$ cat src/rtl/vec_pkg.sv
// Shared constants and types for the vector element sequencer.
package vec_pkg;

  localparam int unsigned VLEN = 5;

  localparam logic [3:0] BANK0_BASE = 4'd0;
  localparam logic [3:0] BANK1_BASE = 4'd5;

  typedef enum logic [1:0] {
    OpNone = 2'b00,
    OpDot  = 2'b01,
    OpSmul = 2'b10,
    OpVadd = 2'b11
  } op_e;

  typedef enum logic {
    StIdle = 1'b0,
    StRun  = 1'b1
  } state_e;

endpackage

$ cat src/rtl/vec_elem_alu.sv
// Per-element arithmetic for the vector sequencer; all results wrap modulo 2^DATA_W.
module vec_elem_alu #(
  parameter int unsigned DATA_W = 32
) (
  input  logic [1:0]        op,
  input  logic [DATA_W-1:0] a,
  input  logic [DATA_W-1:0] b,
  input  logic [DATA_W-1:0] scalar,
  input  logic [DATA_W-1:0] acc,
  output logic [DATA_W-1:0] result
);
  import vec_pkg::*;

  always_comb begin
    result = '0;
    case (op_e'(op))
      OpDot:   result = acc + a * b;
      OpSmul:  result = a * scalar;
      OpVadd:  result = a + b;
      default: result = '0;
    endcase
  end

endmodule

$ cat src/rtl/vec_element_seq.sv
// Steps one vector op element by element over a 5-register bank, writing results
// back through a registered register-file port.
module vec_element_seq #(
  parameter int unsigned VLEN   = vec_pkg::VLEN,
  parameter int unsigned DATA_W = 32
) (
  input  logic              clk,
  input  logic              rst,
  input  logic              start,
  input  logic [1:0]        op,
  input  logic              z,
  input  logic              bank,
  input  logic [3:0]        rd,
  input  logic [DATA_W-1:0] scalar,
  input  logic              step,
  input  logic [DATA_W-1:0] elem_a,
  input  logic [DATA_W-1:0] elem_b,
  output logic [3:0]        rm_cntr,
  output logic              rm_cntr_done,
  output logic [3:0]        src_a_idx,
  output logic [3:0]        src_b_idx,
  output logic              busy,
  output logic              wr_en,
  output logic [3:0]        wr_idx,
  output logic [DATA_W-1:0] wr_data,
  output logic [DATA_W-1:0] acc,
  output logic              done
);
  import vec_pkg::*;

  localparam logic [3:0] LastOff = 4'(VLEN - 1);

  // Assert asynchronously, release two edges later so state never sees a runt release.
  logic [1:0] r_rst_sync;
  logic       w_rst_n;

  always_ff @(posedge clk or negedge rst) begin
    if (!rst) r_rst_sync <= 2'b00;
    else      r_rst_sync <= {r_rst_sync[0], 1'b1};
  end
  assign w_rst_n = r_rst_sync[1];

  state_e            r_state, w_state_nxt;
  op_e               r_op, w_op_nxt;
  logic [3:0]        r_rd, w_rd_nxt;
  logic [DATA_W-1:0] r_scalar, w_scalar_nxt;
  logic [3:0]        r_cntr, w_cntr_nxt;
  logic [DATA_W-1:0] r_acc, w_acc_nxt;
  logic              r_wr_en, w_wr_en_nxt;
  logic [3:0]        r_wr_idx, w_wr_idx_nxt;
  logic [DATA_W-1:0] r_wr_data, w_wr_data_nxt;
  logic              r_done, w_done_nxt;
  logic [DATA_W-1:0] w_alu;
  logic              w_last;

  vec_elem_alu #(
    .DATA_W (DATA_W)
  ) u_alu (
    .op     (r_op),
    .a      (elem_a),
    .b      (elem_b),
    .scalar (r_scalar),
    .acc    (r_acc),
    .result (w_alu)
  );

  assign w_last = (r_cntr == BANK0_BASE + LastOff) || (r_cntr == BANK1_BASE + LastOff);

  always_comb begin
    w_state_nxt   = r_state;
    w_op_nxt      = r_op;
    w_rd_nxt      = r_rd;
    w_scalar_nxt  = r_scalar;
    w_cntr_nxt    = r_cntr;
    w_acc_nxt     = r_acc;
    w_wr_en_nxt   = 1'b0;
    w_wr_idx_nxt  = r_wr_idx;
    w_wr_data_nxt = r_wr_data;
    w_done_nxt    = 1'b0;
    case (r_state)
      StIdle: begin
        if (start && (op_e'(op) != OpNone)) begin
          w_state_nxt  = StRun;
          w_op_nxt     = op_e'(op);
          w_rd_nxt     = rd;
          w_scalar_nxt = scalar;
          w_cntr_nxt   = bank ? BANK1_BASE : BANK0_BASE;
          if ((op_e'(op) == OpDot) && z) w_acc_nxt = '0;
        end
      end
      StRun: begin
        if (step) begin
          if (r_op == OpDot) begin
            w_acc_nxt = w_alu;
            if (w_last) begin
              w_wr_en_nxt   = 1'b1;
              w_wr_idx_nxt  = r_rd;
              w_wr_data_nxt = w_alu;
            end
          end else begin
            w_wr_en_nxt   = 1'b1;
            w_wr_idx_nxt  = r_cntr;
            w_wr_data_nxt = w_alu;
          end
          if (w_last) begin
            w_state_nxt = StIdle;
            w_done_nxt  = 1'b1;
          end else begin
            w_cntr_nxt = r_cntr + 4'd1;
          end
        end
      end
      default: w_state_nxt = StIdle;
    endcase
  end

  always_ff @(posedge clk or negedge w_rst_n) begin
    if (!w_rst_n) begin
      r_state   <= StIdle;
      r_op      <= OpNone;
      r_rd      <= 4'd0;
      r_scalar  <= '0;
      r_cntr    <= 4'd0;
      r_acc     <= '0;
      r_wr_en   <= 1'b0;
      r_wr_idx  <= 4'd0;
      r_wr_data <= '0;
      r_done    <= 1'b0;
    end else begin
      r_state   <= w_state_nxt;
      r_op      <= w_op_nxt;
      r_rd      <= w_rd_nxt;
      r_scalar  <= w_scalar_nxt;
      r_cntr    <= w_cntr_nxt;
      r_acc     <= w_acc_nxt;
      r_wr_en   <= w_wr_en_nxt;
      r_wr_idx  <= w_wr_idx_nxt;
      r_wr_data <= w_wr_data_nxt;
      r_done    <= w_done_nxt;
    end
  end

  assign rm_cntr      = r_cntr;
  assign rm_cntr_done = w_last;
  assign src_a_idx    = r_cntr;
  assign src_b_idx    = (r_cntr >= 4'd5) ? (r_cntr - 4'd5) : (r_cntr + 4'd5);
  assign busy         = (r_state == StRun);
  assign wr_en        = r_wr_en;
  assign wr_idx       = r_wr_idx;
  assign wr_data      = r_wr_data;
  assign acc          = r_acc;
  assign done         = r_done;

endmodule

$ cat config.mk
export PLATFORM = sky130hd
export DESIGN_NAME = vec_element_seq
export DESIGN_NICKNAME = d
export VERILOG_FILES = /design/src/rtl/vec_pkg.sv /design/src/rtl/vec_elem_alu.sv /design/src/rtl/vec_element_seq.sv
export SDC_FILE = /design/constraint.sdc
export NUM_CORES = 2
export LEC_CHECK = 0
export CAP_MARGIN = 40
export CORE_UTILIZATION = 60
export CTS_CLUSTER_SIZE = 25
export DETAILED_ROUTE_END_ITERATION = 10
export PLACE_DENSITY = 0.76
export SYNTH_ARGS = -nofsm -noshare
export SYNTH_HDL_FRONTEND = slang
export SYNTH_HIERARCHICAL = 1
export SYNTH_SLANG_ARGS = --single-unit
$ cat constraint.sdc
create_clock -name clk -period 6.35 [get_ports clk]
set_input_delay 0.9525 -clock clk [delete_from_list [all_inputs] [get_ports clk]]
set_output_delay 0.9525 -clock clk [all_outputs]
set_load 0.02 [all_outputs]
==> results.txt <==
Grt total ovfl = 0
Synth area leaders = fa_1 (43%), ha_1 (9.0%), inv_1 (8.9%)
Row count = 93
Status = complete, but fails checks
Vias in the first global route = 36200
Synth top area share = 0.431
Max-capacitance violation count = 0
Final Hold Viols = 0
Sequential area share after synthesis = 0.0731
Hold crit path type = flop to asynchronous set/reset pin
Final instance area = 49800 sq um
Mean Syn Cell Area = 8.93 sq um
Mux cell area share after synthesis = 0.0207
Metal1 wirelength = 47.8 mm
Maximum buffer depth of the clock tree = 2
Critical path fanouts, max = 21
Met2 WL = 61.3 mm
Worst R2R Start = r_scalar[11]
Drt via density = 5.76
WL met3 = 16.4 mm
Distinct cells, synth = 87
Final setup vio count = 44
Synth Area in Simple Gates = 0.176
Nets = 6246
Post-Syn Area = 39400 sq um
CTS tree = yes
Pin count of the biggest net entering global routing = 45
CP Launch Type = primary input
Violated checks = setup timing
Post-Synthesis Cells = 4407
Post-synth EDFFs = 0
Initial antenna violation count = 4
Clock root buffer = clkbuf_16
Number of remaining DRC errors = 0
Max-slew violation count = 0
Initial Util = 0.609
Pre-CTS WS = -2.15 ns
DIE AREA = 66600 sq um
Most frequent cells in the layout = inv_1 (882), fa_1 (800), nand2_1 (684)
Utilization after layout = 0.771
Final ANT Viol Nets = 0
CP arrival = 8.16 ns
Asr flop ratio synth = 1.00
Xor/xnor share of the synthesized area = 0.0416
Sinks on Clock Net = 115
DP Area = 46200 sq um
Largest family of logic cells by synthesized area = adder cells
Die Span Y = 258 um
Final WS setup = -1.43 ns
Cts bufs inserted = 17
CP Capture Type = flop
DR vias = 33900
Worst-path clk slew = 0.08 ns
Die span in x = 258 um
Tightest Pin Transition = 0.943 ns
First-pass GRT wire length = 205 mm
Synth Area in Compound Gates = 0.0532
Top Ports = 192
Total GRT Usage = 0.408
RD Place Congestion = 0.977
Setup Skew = 0.0310 ns
Most used cell, CP = fa_1
Minimum clock period = 7.78 ns
Core Box Area = 64600 sq um
Iter 0 DRT Violations = 3431
Critical Path Start = elem_a[8]
Seq cells post-synth = 115
Leading cell type in the layout, fill and taps excluded = inv_1
RSZ-0062 raised after global routing = yes
Area leader, netlist = fa_1
Critical Path Max Stage Delay = 0.56 ns
Final hold slack = 0.260 ns
Clk_lat worst skew = 0.52 ns
Wirelength per Cell = 22.9 um
Area Overhead vs Synth = 26.5%
Detailed placer's ending HPWL = 101 mm
Syn Nets = 5644
Slew Limit Headroom = 0.370
Max Clk Rate = 129 MHz
IO Port Bufs = 191
Synth Area in Adders = 0.521
Highest routed metal layer = met5
Synth warn = 6
Req. time, crit path = 6.73 ns
Max stage delay cell, worst path = fa_1
Layout cells sized above 1 = 0.208
Iteration count of the initial detailed-routing pass = 6
Tcrit/Tclk final = 1.22
Main synth FF type = dfrtp_1
H-tree Lvls = 4
WS Path Type = primary input to flop
Routed WL = 135 mm
-- state kept, by name (all words and copies together) (netlist names) --
register    count
acc            32
r_scalar       32
wr_data        32
r_rd            4
rm_cntr         4
wr_idx          4
r_op            2
r_rst_sync      2
busy            1
done            1
wr_en           1
-- repair_timing --
action	in CTS	in global routing
setup buffers	76	43
resized for setup	354	193
gates cloned	12	2
setup endpoints to repair	46	48
hold buffers	0	0
pin swaps	213	164
-- logic make-up after synthesis --
| logic type | after synthesis |
|---|---|
| and+or+nand+nor | 1414 |
| buffers and inverters | 1167 |
| adders and majority gates | 1129 |
| AOI/OAI and AO/OA | 317 |
| xor gates and xnor gates | 187 |
| DFF | 115 |
| muxes | 77 |
| other | 1 |
-- worst max-delay path, delay by kind of cell --
family,cells,cell delay (ns)
adders and majority gates,9,4.04
buffers and inverters,10,1.24
muxes,1,0.29
xor gates and xnor gates,1,0.21
AOI/OAI and AO/OA,6,1.15
and+or+nand+nor,2,0.24
-- layout make-up --
class / count / area [sq um]
multi-input cells: 3125 / 33600
fillers: 4007 / 14800
repair buffers: 811 / 8110
inverters: 939 / 3520
flip-flops and latches: 115 / 2890
well taps: 855 / 1070
clock buffers: 17 / 425
clock inverters: 15 / 159
diodes: 2 / 5.00
-- path summary, 6_finish.rpt --
path                       slack, ns             to  cells after the start
max                            -1.43    wr_data[31]                     29
max reg2reg                    -1.24    wr_data[29]                     25
min reg2reg                     0.26      wr_idx[2]                      0
min in group clk                0.37  r_rst_sync[1]                      0
min                             0.26      wr_idx[2]                      0
max in group asynchronous       4.96   r_scalar[13]                      1
-- layer usage --
metal / GRT usage / up-vias
met3: 0.119 / 597
li1: - / 14200
met2: 0.637 / 2106
met1: 0.517 / 16900
met4: 0.212 / 4
met5: 0 / -
-- Yosys cell counts, drive strengths merged (6+ instances only) --
library cell	instances
o31ai	8
clkbuf	195
ha	282
inv	939
nor3	16
xor2	45
and2	554
mux2	36
and3	7
xnor2	142
a21o	31
buf	33
a211oi	16
nor2	71
o21ai	68
nor2b	11
dfrtp	115
a21oi	89
o21bai	7
o211ai	13
or3	6
o21a	15
nand2	691
nand2b	11
mux2i	41
fa	847
o22ai	6
nand3	21
nand4	7
a31oi	12
-- through the flow --
step,std cells,TNS [ns]
2_1_floorplan,4407,-27.13
3_3_place_gp,5723,-72.35
3_5_place_dp,5724,-75.63
4_1_cts,5841,-33.51
5_1_grt,5877,-45.32
6_report,5879,-39.91
Power is not shown: default switching activity piles up to over one toggle a cycle in this logic, so the estimate is an artifact.
